$ cat src/rtl/sd_io_pkg.sv
`default_nettype none
// +-----------------------------------------------------------------------+
// | sd_io_pkg : shared types, constants and round-robin helper            |
// | Rev 1.0                                                               |
// +-----------------------------------------------------------------------+
package sd_io_pkg;

  localparam int SECTOR_BYTES = 512;
  localparam int LBA_W        = 32;
  localparam int MAX_REQ      = 8;

  typedef enum logic [2:0] {
    ST_IDLE  = 3'd0,
    ST_ISSUE = 3'd1,
    ST_XFER  = 3'd2,
    ST_DONE  = 3'd3,
    ST_ABORT = 3'd4
  } state_t;

  // Zero padding above N makes a mod-8 scan equivalent to a mod-N scan.
  function automatic logic [2:0] rr_pick(input logic [MAX_REQ-1:0] req,
                                         input logic [2:0]         last);
    logic [2:0] idx;
    logic [2:0] pick;
    logic       found;
    pick  = last;
    found = 1'b0;
    for (int k = 1; k <= MAX_REQ; k++) begin
      idx = last + 3'(k);
      if (!found && req[idx]) begin
        pick  = idx;
        found = 1'b1;
      end
    end
    return pick;
  endfunction

endpackage
`default_nettype wire

$ cat src/rtl/sd_io_arbiter_sync2.sv
`default_nettype none
// +-----------------------------------------------------------------------+
// | sync2 : two-flop synchronizer, async active-low reset to zero         |
// | Rev 1.0                                                               |
// +-----------------------------------------------------------------------+
module sync2 #(
  parameter int WIDTH = 1
) (
  input  logic             clk,
  input  logic             n_reset,
  input  logic [WIDTH-1:0] d,
  output logic [WIDTH-1:0] q
);

  logic [WIDTH-1:0] meta_q;
  logic [WIDTH-1:0] sync_q;

  always_ff @(posedge clk or negedge n_reset) begin
    if (!n_reset) begin
      meta_q <= '0;
      sync_q <= '0;
    end else begin
      meta_q <= d;
      sync_q <= meta_q;
    end
  end

  assign q = sync_q;

endmodule
`default_nettype wire

$ cat src/rtl/sd_io_arbiter.sv
`default_nettype none
// +-----------------------------------------------------------------------+
// | sd_io_arbiter : round-robin share of one sector-read channel among N  |
// | sd_card requesters, with byte counting and a stall watchdog.          |
// | Rev 1.0                                                               |
// +-----------------------------------------------------------------------+
module sd_io_arbiter
  import sd_io_pkg::*;
#(
  parameter int N       = 2,
  parameter int TIMEOUT = 1 << 24
) (
  input  logic             clk,
  input  logic             n_reset,
  input  logic [N-1:0]     req_rd,
  input  logic [32*N-1:0]  req_lba,
  output logic [N-1:0]     req_ack,
  output logic [7:0]       req_din,
  output logic [N-1:0]     req_din_strobe,
  output logic [N-1:0]     req_err,
  output logic [31:0]      io_lba,
  output logic             io_rd,
  output logic [2:0]       io_sel,
  input  logic             io_ack,
  input  logic [7:0]       io_din,
  input  logic             io_din_strobe,
  output logic             busy,
  output logic [9:0]       last_count,
  output logic             short_xfer
);

  localparam int              WD_W       = $clog2(TIMEOUT + 1);
  localparam logic [WD_W-1:0] WD_LAST    = WD_W'(TIMEOUT - 1);
  localparam logic [9:0]      CNT_MAX    = 10'd1023;
  localparam logic [9:0]      SECTOR_CNT = 10'(SECTOR_BYTES);

  logic [N-1:0] req_s;
  logic         ack_s;
  logic         stb_s;

  sync2 #(.WIDTH(N)) u_req_sync (.clk(clk), .n_reset(n_reset), .d(req_rd),        .q(req_s));
  sync2 #(.WIDTH(1)) u_ack_sync (.clk(clk), .n_reset(n_reset), .d(io_ack),        .q(ack_s));
  sync2 #(.WIDTH(1)) u_stb_sync (.clk(clk), .n_reset(n_reset), .d(io_din_strobe), .q(stb_s));

  state_t            state_q, state_d;
  logic [2:0]        grant_q, grant_d;
  logic [N-1:0]      grant_oh_q, grant_oh_d;
  logic [2:0]        last_grant_q, last_grant_d;
  logic [LBA_W-1:0]  io_lba_q, io_lba_d;
  logic              io_rd_q, io_rd_d;
  logic [9:0]        cnt_q, cnt_d;
  logic [9:0]        last_count_q, last_count_d;
  logic              short_q, short_d;
  logic [N-1:0]      err_q, err_d;
  logic [WD_W-1:0]   wd_q, wd_d;
  logic              ack_prev_q, stb_prev_q;

  logic              ack_rise;
  logic              ack_fall;
  logic              stb_fall;
  logic [MAX_REQ-1:0] req_pad;
  logic [2:0]        pick;
  logic [9:0]        cnt_inc;

  assign ack_rise = ack_s & ~ack_prev_q;
  assign ack_fall = ~ack_s & ack_prev_q;
  assign stb_fall = ~stb_s & stb_prev_q;

  always_comb begin
    req_pad          = '0;
    req_pad[N-1:0]   = req_s;
    pick             = rr_pick(req_pad, last_grant_q);
    cnt_inc          = (stb_fall && (cnt_q != CNT_MAX)) ? cnt_q + 10'd1 : cnt_q;

    state_d          = state_q;
    grant_d          = grant_q;
    grant_oh_d       = grant_oh_q;
    last_grant_d     = last_grant_q;
    io_lba_d         = io_lba_q;
    io_rd_d          = io_rd_q;
    cnt_d            = cnt_q;
    last_count_d     = last_count_q;
    short_d          = short_q;
    err_d            = '0;
    wd_d             = wd_q;

    case (state_q)
      ST_IDLE: begin
        if (|req_s) begin
          grant_d = pick;
          for (int i = 0; i < N; i++) begin
            grant_oh_d[i] = (pick == 3'(i));
            if (pick == 3'(i)) io_lba_d = req_lba[i*LBA_W +: LBA_W];
          end
          io_rd_d = 1'b1;
          cnt_d   = '0;
          short_d = 1'b0;
          wd_d    = '0;
          state_d = ST_ISSUE;
        end
      end
      ST_ISSUE: begin
        if (ack_rise) begin
          io_rd_d = 1'b0;
          state_d = ST_XFER;
        end else if (wd_q == WD_LAST) begin
          // io_rd drops on this edge so it stays high exactly TIMEOUT cycles.
          io_rd_d      = 1'b0;
          err_d        = grant_oh_q;
          last_count_d = '0;
          state_d      = ST_ABORT;
        end else begin
          wd_d = wd_q + WD_W'(1);
        end
      end
      ST_XFER: begin
        cnt_d = cnt_inc;
        if (ack_fall) begin
          last_count_d = cnt_inc;
          short_d      = (cnt_inc != SECTOR_CNT);
          state_d      = ST_DONE;
        end
      end
      ST_DONE: begin
        if ((req_s & grant_oh_q) == '0) begin
          last_grant_d = grant_q;
          state_d      = ST_IDLE;
        end
      end
      ST_ABORT: state_d = ST_IDLE;
      default:  state_d = ST_IDLE;
    endcase
  end

  always_ff @(posedge clk or negedge n_reset) begin
    if (!n_reset) begin
      state_q      <= ST_IDLE;
      grant_q      <= '0;
      grant_oh_q   <= '0;
      last_grant_q <= 3'(N - 1);
      io_lba_q     <= '0;
      io_rd_q      <= 1'b0;
      cnt_q        <= '0;
      last_count_q <= '0;
      short_q      <= 1'b0;
      err_q        <= '0;
      wd_q         <= '0;
      ack_prev_q   <= 1'b0;
      stb_prev_q   <= 1'b0;
    end else begin
      state_q      <= state_d;
      grant_q      <= grant_d;
      grant_oh_q   <= grant_oh_d;
      last_grant_q <= last_grant_d;
      io_lba_q     <= io_lba_d;
      io_rd_q      <= io_rd_d;
      cnt_q        <= cnt_d;
      last_count_q <= last_count_d;
      short_q      <= short_d;
      err_q        <= err_d;
      wd_q         <= wd_d;
      ack_prev_q   <= ack_s;
      stb_prev_q   <= stb_s;
    end
  end

  // Raw-input steering keeps the sd_card's own edge timing intact.
  assign req_ack        = {N{io_ack}} & grant_oh_q;
  assign req_din_strobe = {N{io_din_strobe}} & grant_oh_q;
  assign req_din        = io_din;
  assign req_err        = err_q;
  assign io_lba         = io_lba_q;
  assign io_rd          = io_rd_q;
  assign io_sel         = grant_q;
  assign busy           = (state_q != ST_IDLE);
  assign last_count     = last_count_q;
  assign short_xfer     = short_q;

endmodule
`default_nettype wire

$ cat config.mk
export PLATFORM = sky130hd
export DESIGN_NAME = sd_io_arbiter
export DESIGN_NICKNAME = d
export VERILOG_FILES = /design/src/rtl/sd_io_pkg.sv /design/src/rtl/sd_io_arbiter_sync2.sv /design/src/rtl/sd_io_arbiter.sv
export SDC_FILE = /design/constraint.sdc
export NUM_CORES = 1
export LEC_CHECK = 0
export CORE_MARGIN = 3
export CORE_UTILIZATION = 25
export CTS_BUF_LIST = sky130_fd_sc_hd__clkbuf_16
export DETAILED_ROUTE_END_ITERATION = 12
export GPL_TIMING_DRIVEN = 0
export PLACE_DENSITY = 0.58
export SLEW_MARGIN = 20
export SYNTH_ARGS = -nofsm -noshare
export SYNTH_HDL_FRONTEND = slang
export SYNTH_SLANG_ARGS = --single-unit
export TNS_END_PERCENT = 30
$ cat constraint.sdc
create_clock -name clk -period 2.5 [get_ports clk]
set_input_delay 0.25 -clock clk [delete_from_list [all_inputs] [get_ports clk]]
set_output_delay 0.25 -clock clk [all_outputs]
set_load 0.01 [all_outputs]
; ---- Word level (Yosys, flattened, before mapping)
; Index checks and enable logic that the tools add are counted.
[totals]
register_bits = 102
inputBits = 78
output_inout_bits = 62
elab_cells = 152
[op_classes]
add_sub_neg = 9
order_cmp = 8
n_eq_ne = 14
muxes = 60
bitwise_logic = 9
n_reduce_logical = 33
[op_table]
columns = operator, count
row1 = $mux 25, 3
row2 = $mux 32, 2
row3 = $mux 10, 5
row4 = $pmux 25 s2, 1
row5 = $pmux 10 s2, 2
row6 = $mux 3, 13
row7 = $lt 3x4->1 const B, 8
row8 = $add 25x1->25 const B, 1
row9 = $eq 25x24->1 const B, 1
row10 = $bmux 1 s3, 8
row11 = $mux 1, 20
row12 = $ne 10x10->1 const B, 2
row13 = $add 3x3->3 const B, 4
row14 = $ne 2x2->1 const B, 6
row15 = $pmux 3 s4, 1
row16 = $reduce_and 4->1, 3
row17 = $add 10x1->10 const B, 1
row18 = $reduce_and 3->1, 3
row19 = $logic_and 1x1->1, 8
row20 = $reduce_bool 2->1, 4
row21 = $logic_not 1->1, 7
row22 = $add 3x2->3 const B, 2
row23 = $and 2x2->2, 3
row24 = $eq 3x1->1 const B, 2
row25 = 12 further kinds, 23

; ---- Logic depth before layout (Yosys ltp)
; Gate-level depths: netlist of run 1.
[depth]
depth_word = 28
ltp_mapped = 10
mapped_depth_nobuf = 7

; ---- By module
; A second synthesis of run 1 with hierarchy kept.
[unflattened]
hier_cells = 670
area_unflattened_um2 = 6094.6
[modules_own_cells]
columns = mod, instances, cells_each, area_each_um2, seq_area_each_um2
row1 = sd_io_arbiter, 1, 662, 5894.4, 2353.5
row2 = sync2 (u_ack_sync ...), 2, 2, 50.0, 50.0
row3 = sync2 (u_req_sync), 1, 4, 100.1, 100.1

; ---- Worst setup path before layout of run 1
; No wires, ideal clock.
[synth_path]
path_type = reg2reg
from = register last_grant_q[0]
to = register io_lba_q[15], in the netlist io_lba[15]
setup_time_ns = 0.134
t_arrival_ns = 2.524
required_time_ns = 2.366
setup_slack_ns = -0.158
stages_incl_launch_ff = 10
n_path_buf = 2
period_less_slack_ns = 2.658
path_cell_list = dfstp_2 clkinv_1 clkbuf_1 ha_1 or2_0 a21oi_2 o21ai_1 clkbuf_1 a2111oi_0 nor3_1
[synth_via]
elab_chain_len = 28
word_cells_on_any_way = 57
classes_between = add/sub (7) / eq/ne (1) / mux (32) / reduce/logical (17)
[synth_lines]
columns = element, line_no
row1 = start: declaration, sd_io_arbiter.sv:48  ; logic [2:0] last_grant_q, last_grant_d;
row2 = start signal: assignment, sd_io_arbiter.sv:140  ; last_grant_q <= 3'(N - 1);
row3 = start signal: assignment, sd_io_arbiter.sv:154  ; last_grant_q <= last_grant_d;
row4 = $add 3x1->3, sd_io_pkg.sv:29  ; idx = last + 3'(k);
row5 = $bmux 1 s3, sd_io_pkg.sv:30  ; if (!found && req[idx]) begin
row6 = $mux 1 (implied by the code), sd_io_pkg.sv:30
row7 = $mux 1, sd_io_pkg.sv:30
row8 = $logic_not 1->1, sd_io_pkg.sv:30
row9 = $logic_and 1x1->1, sd_io_pkg.sv:30
row10 = $mux 1, sd_io_pkg.sv:30
row11 = $logic_not 1->1, sd_io_pkg.sv:30
row12 = [... 12 more ...], -
row13 = $logic_and 1x1->1, sd_io_pkg.sv:30
row14 = $mux 1, sd_io_pkg.sv:30
row15 = $logic_not 1->1, sd_io_pkg.sv:30
row16 = $logic_and 1x1->1, sd_io_pkg.sv:30
row17 = $mux 3 (*), sd_io_pkg.sv:30
row18 = $eq 3x1->1 or $logic_not 3->1 (tied branches), sd_io_arbiter.sv:93  ; if (pick == 3'(i)) io_lba_d = req_lba[i*LBA_W +: LBA_W];
row19 = $reduce_bool 2->1 (no line), -
row20 = $reduce_and 3->1 (no line), -
row21 = end signal: assignment, sd_io_arbiter.sv:155  ; io_lba_q <= io_lba_d;
row22 = end: declaration, sd_io_arbiter.sv:49  ; logic [LBA_W-1:0] io_lba_q, io_lba_d;
; Every way passes the cells marked *; elsewhere a longest branch is shown, timed or not. The select of a mux whose other input is x is not followed.
; A chain may end at the register's enable or synchronous reset.

; ---- Worst setup path after layout of run 1
[layout_path]
from = register last_grant_q[0]
to = register io_lba_q[12], in the netlist io_lba[12]
; The elaborated chain is that of the path after synthesis.

==> summary.txt, run 1 <==
CTS tree: yes
unrepaired setup endpoints after global routing: true
crit path from: last_grant_q[0]$_DFFE_PN1P_
final hold violations: 0
Worst setup SP type: flop
largest net degree at the start of global routing: 73
H-tree depth: 3
area of the multi-input gates: 3940 sq um
Max IR drop VDD: 0.000466 V
critical path's slowest cell: dfstp_2
Synthesized Nets: 882
reg2reg start: last_grant_q[0]$_DFFE_PN1P_
placed cells: 1267
share of cells above drive strength 1: 0.116
setup TNS: 0 ps
Routed Wire Length: 22300 um
Final Max Slew Viols: 0
All-Layer GR Usage: 0.153
global-route wire length before repair: 35600 um
CP required: 2730 ps
Distinct cells, synth: 66
clock sink total: 102
Layout fillers: 2728
CP Buf/Inv Count: 2
crit share post-route: 0.976
register area share after synthesis: 0.385
Worst-Margin Slew: 749 ps
P&R area growth vs syn: 36.0%
initial antenna violation count: 0
nets@finish: 1033
Starting DRT DRC Count: 452
Setup crit end kind: flop
number of global-route vias before repair: 6529
Die H: 169 um
minimum clock period: 2440 ps
vias after detailed routing: 6747
max incr delay on CP: 570 ps
crit path DAT: 2670 ps
flops & latches, synth: 102
Reg2Reg Setup Slack: 60 ps
clock skew: 11.3 ps
crit-path cells: clkinv_4, ha_1, or2_0, a21oi_4, o21ai_2, clkbuf_8, a2111oi_1, nor3_2
Worst Reg-to-Reg Cells: 8
Mapped Cells: 800
TritonRoute pass-1 iters: 5
clk buf depth: 2
Synth Cell Area: 6640 sq um
DRC: 0
number of synthesis warnings: 0
io pins: 140
gp weighted congestion: 0.846
most used flip-flop cell after synthesis: dfrtp_1
Worst slew margin: 0.501
post-DP HPWL: 15600 um
drt wl/cell: 17.2 um
Leak: 3.54 nW
RR Endpoint: io_lba[12]$_DFFE_PN0P_
power per cell area: 816 nW/um^2
num rows: 59
CTS Buf Count: 9
Core ar.: 26100 sq um
Final ANT Viol Nets: 0
Syn Area/Cell: 8.30 sq um
largest fanout on the critical path: 10
Worst Hold Class: in -> reg
DR vias/cell: 5.23
Die X: 169 um
f_max: 0.410 GHz
Post-synth EDFFs: 0
Storage cell area: 2550 sq um
max_cap viols: 0
gr ovfl total: 0
ANT cells: 0
Port Buffers: 131
Top delay family on crit path: compound AO/OA/AOI/OAI gates
die area: 28500 sq um
crit path capture: io_lba[12]$_DFFE_PN0P_
final cell count without fillers: 1291
Async SR Flop Fraction: 1.00
CP Depth: 8
Root Buffer: clkbuf_16
crit path kind: reg -> reg
clock insertion delay at the later pin of the skew report: 360 ps
Final setup viols: 0
CTS clk-pin slew, worst paths: 80 ps
Starting Density: 0.255
status: completed
## worst reg2reg max path: stages, from the launching register on
cell and delay, ps:
dfstp_2 570, clkinv_4 50, ha_1 330, or2_0 260, a21oi_4 200, o21ai_2 140
clkbuf_8 220, a2111oi_1 480, nor3_2 70
## layout by cell type (no fill, tap or decap), drive strengths merged, types with 5 or more instances in the layout
master,n
clkdlybuf4s50,130
mux2i,16
dfrtp,101
inv,10
nand4,10
nor2,84
o22ai,33
xnor2,5
and3b,32
mux2,7
buf,28
and2,47
o21ai,44
nand3,16
or4,11
xor2,5
clkbuf,59
nor3,39
a2111oi,31
a21oi,92
and3,7
o31ai,16
nand2,64
## cells in the mapped netlist, types with 7 or more instances
library cell | instances | area share
nand4_1 | 10 | 0.0094
mux2i_1 | 16 | 0.024
o22ai_1 | 33 | 0.031
and3_1 | 7 | 0.0066
buf_4 | 10 | 0.011
and3b_1 | 32 | 0.042
or4_1 | 11 | 0.012
nand3_1 | 15 | 0.011
clkbuf_1 | 49 | 0.028
a2111oi_0 | 31 | 0.041
o31ai_1 | 16 | 0.018
inv_1 | 8 | 0.0045
nor3_1 | 39 | 0.029
dfrtp_1 | 101 | 0.38
nand2_1 | 64 | 0.036
nor2_1 | 84 | 0.047
o21ai_0 | 43 | 0.032
mux2_2 | 7 | 0.012
buf_2 | 9 | 0.0068
and2_1 | 43 | 0.041
a21oi_1 | 91 | 0.069
## kinds of logic after synthesis
logic type      synth area share
mux                       0.0360
xor+xnor                  0.0132
buf+inv                   0.0516
simple gates               0.273
flops                      0.385
fa+ha+maj                0.00754
compound gates             0.234
## how the worst min path moves through the flow
stage	slack [ps]	end	start	depth (start not counted)
after floorplan	-50	ack_prev_q$_DFF_PN0_	n_reset	0
after global placement	330	u_req_sync.q[1]$_DFF_PN0_	u_req_sync.meta_q[1]$_DFF_PN0_	0
after detailed placement	180	io_lba[18]$_DFFE_PN0P_	n_reset	1
after CTS	330	u_req_sync.meta_q[1]$_DFF_PN0_	req_rd[1]	1
after global routing	350	u_req_sync.meta_q[1]$_DFF_PN0_	req_rd[1]	1
final	340	u_req_sync.meta_q[1]$_DFF_PN0_	req_rd[1]	1
## flip-flops by register name, summed over array words and instances (netlist names), 2 cells and up
signal             cells
req_err                2
last_grant_q           3
last_count            10
state_q                3
grant_oh_q             2
wd_q                  25
io_lba                32
cnt_q                 10
u_req_sync.q           2
u_req_sync.meta_q      2
io_sel                 3
## power breakdown
part	leakage, nW	total (W)	switching [W]	internal [W]
combinational	2.07	0.00373	0.00206	0.00168
sequential	1.34	0.00225	0.000253	0.00199
clock	0.134	0.00139	0.000700	0.000689
total	3.54	0.00737	0.00301	0.00436
## what timing repair did
action	CTS	global route
hold buffers	1	0
setup endpoints to repair	40	32
pin swaps	2	2
gates cloned	1	0
endpoints found under the hold margin	30	0
setup buffers	5	2
gates resized for setup	33	27
## metal layers
layer,global-route usage,part of all wire
met5,0,0
met4,0.0245,0.0070
met3,0.0390,0.069
met2,0.247,0.46
met1,0.210,0.46
## cell type report
class / count / area share
Multi-Input combinational cell: 620 / 0.436
Sequential cell: 102 / 0.283
Timing Repair Buffer: 141 / 0.157
Tap cell: 335 / 0.0464
Buffer: 68 / 0.0421
Clock buffer: 9 / 0.0249
Clock inverter: 7 / 0.00637
Inverter: 9 / 0.00430
## through the flow
stage	hold slack [ps]	util	setup WS, ps	area (sq um)	total power, W
floorplan	-45.6	-	-30.9	6690	0.00438
global route	354	0.347	-4.93	9030	0.00790
finish	340	0.347	61.0	9030	0.00737
global placement	335	0.323	-3180	8420	0.00582
detailed placement	176	0.324	-521	8450	0.00583
CTS	329	0.342	33.9	8910	0.00733
Power figures use the tool's default switching activity.
==> run 2: changes to the inputs <==
RECOVER_POWER = 50   (was default)
==> run 2 against run 1 <==
Net effect: the flow now finishes with violations (capacitance limit, slew limit); critical path depth is the same; total power fell by 0.17%; via count down 0.36%; die area unchanged; clock-buffer cell count is the same; non-clock buffer count unchanged; clock power barely moved; final cell count stayed put; clock skew is essentially flat; hold slack gained 6.2 ps; critical endpoint unchanged; largest cell class unchanged.
==> summary.txt, run 2 (synthesis results as in run 1) <==
P&R area growth vs syn: 36.0%
Die H: 169 um
H-tree depth: 3
initial antenna violation count: 0
All-Layer GR Usage: 0.153
DR vias/cell: 5.21
internal power: 0.00435 W
power per cell area: 815 nW/um^2
post-DP HPWL: 15600 um
Worst setup SP type: flop
final hold violations: 0
Port Buffers: 131
io pins: 140
nets@finish: 1033
gr ovfl total: 0
clock insertion delay at the later pin of the skew report: 350 ps
Switching Fraction: 0.409
Starting DRT DRC Count: 460
Starting Density: 0.255
Pwr Total: 0.00736 W
failing checks: capacitance limit, slew limit
Die X: 169 um
Root Buffer: clkbuf_16
Worst Hold Class: reg -> reg
Max IR drop VDD: 0.000472 V
max reg flops: 32
share of cells above drive strength 1: 0.115
crit share post-route: 0.972
CTS clk-pin slew, worst paths: 80 ps
DRC: 0
crit path DAT: 2660 ps
Final ANT Viol Nets: 0
clk buf depth: 2
drt wl/cell: 17.2 um
unrepaired setup endpoints after global routing: true
Leak: 3.57 nW
clock sink total: 102
clock power share: 0.188
Storage cell area: 2550 sq um
die area: 28500 sq um
crit path kind: reg -> reg
status: finished with violations
TritonRoute pass-1 iters: 5
largest fanout on the critical path: 10
minimum clock period: 2430 ps
Routed Wire Length: 22300 um
NetSw: 0.00301 W
area of the multi-input gates: 3940 sq um
Layout fillers: 2728
CTS Buf Count: 9
most frequent cells in the layout: clkdlybuf4s50_1 (111), dfrtp_1 (101), a21oi_1 (91)
setup TNS: 0 ps
largest net degree at the start of global routing: 73
clock skew: 10.9 ps
vias after detailed routing: 6723
most common cell after layout, fill and taps aside: clkdlybuf4s50_1
CP required: 2730 ps
ANT cells: 0
number of global-route vias before repair: 6529
Worst slew margin: -0.139
Seq pwr share: 0.305
Setup crit end kind: flop
logic gate share of total power: 0.506
Worst-Margin Slew: 1710 ps
CTS tree: yes
max_cap viols: 1
Final Max Slew Viols: 31
global-route wire length before repair: 35600 um
Final setup viols: 0
num rows: 59
gp weighted congestion: 0.846
Core ar.: 26100 sq um
f_max: 0.412 GHz
run 2: cell count changes in the layout (fill, tap and decap cells not counted):
cell,previous run,this run
buf_6,2,1
dlygate4sd2_1,0,1
dlygate4sd3_1,1,20
clkdlybuf4s50_1,130,111
run 2: metal layers:
metal,GRT usage,vias to the layer above,part of all wire
met5,0,-,0
li1,-,3272,-
met3,0.0390,13,0.070
met1,0.210,3211,0.46
met4,0.0245,0,0.0060
met2,0.247,227,0.46
run 2: timing repair:
| action | 4_1_cts | 5_1_grt |
|---|---|---|
| gates cloned | 1 | 0 |
| pin swaps | 2 | 2 |
| endpoints found under the hold margin | 30 | 0 |
| hold buffers | 1 | 0 |
| gates resized for setup | 33 | 27 |
| buffers inserted | 5 | 2 |
| setup endpoints to repair | 40 | 32 |
run 2: layout make-up:
type | instances | area share
repair buffers | 141 | 0.156
clock buffers | 9 | 0.0249
inverters | 9 | 0.00430
multi-input cells | 620 | 0.437
well taps | 335 | 0.0464
clock inverters | 7 | 0.00638
plain buffers | 68 | 0.0421
flip-flops and latches | 102 | 0.283
run 2: path summary, 6_finish.rpt:
path / from / to / slack, ps / depth (start not counted)
hold / removal: u_req_sync.meta_q[1]$_DFF_PN0_ / u_req_sync.q[1]$_DFF_PN0_ / 350 / 0
setup reg to reg: last_grant_q[0]$_DFFE_PN1P_ / io_lba[12]$_DFFE_PN0P_ / 70 / 8
hold reg to reg: u_req_sync.meta_q[1]$_DFF_PN0_ / u_req_sync.q[1]$_DFF_PN0_ / 350 / 0
max in group asynchronous: n_reset / wd_q[22]$_DFFE_PN0P_ / 390 / 3
setup / recovery: last_grant_q[0]$_DFFE_PN1P_ / io_lba[12]$_DFFE_PN0P_ / 70 / 8
min in group asynchronous: n_reset / io_lba[18]$_DFFE_PN0P_ / 1010 / 2
run 2: worst max-delay path, cell delays in order, from the launching register on:
cell,delay (ps)
dfstp_2,570
clkinv_4,50
ha_1,330
or2_0,250
a21oi_4,210
o21ai_2,130
clkbuf_8,210
a2111oi_1,480
nor3_2,70
run 2: power by group through the flow:
| stage | Sequential, W | Combinational (W) | Clock [W] |
|---|---|---|---|
| finish | 0.00225 | 0.00372 | 0.00139 |
| detailed placement | 0.00228 | 0.00356 | 0 |
| floorplan | 0.00233 | 0.00205 | 0 |
| CTS | 0.00225 | 0.00364 | 0.00144 |
| global placement | 0.00228 | 0.00354 | 0 |
| global route | 0.00229 | 0.00411 | 0.00149 |
run 2: metrics by stage:
stage	utilization	hold slack, ps	worst slack (ps)	cell area (sq um)	std cells
finish	0.346	346	70.4	9030	1291
global route	0.346	369	-4.93	9030	1291
CTS	0.342	329	33.9	8910	1289
detailed placement	0.324	176	-521	8450	1267
global placement	0.323	335	-3180	8420	1266
floorplan	-	-45.6	-30.9	6690	800
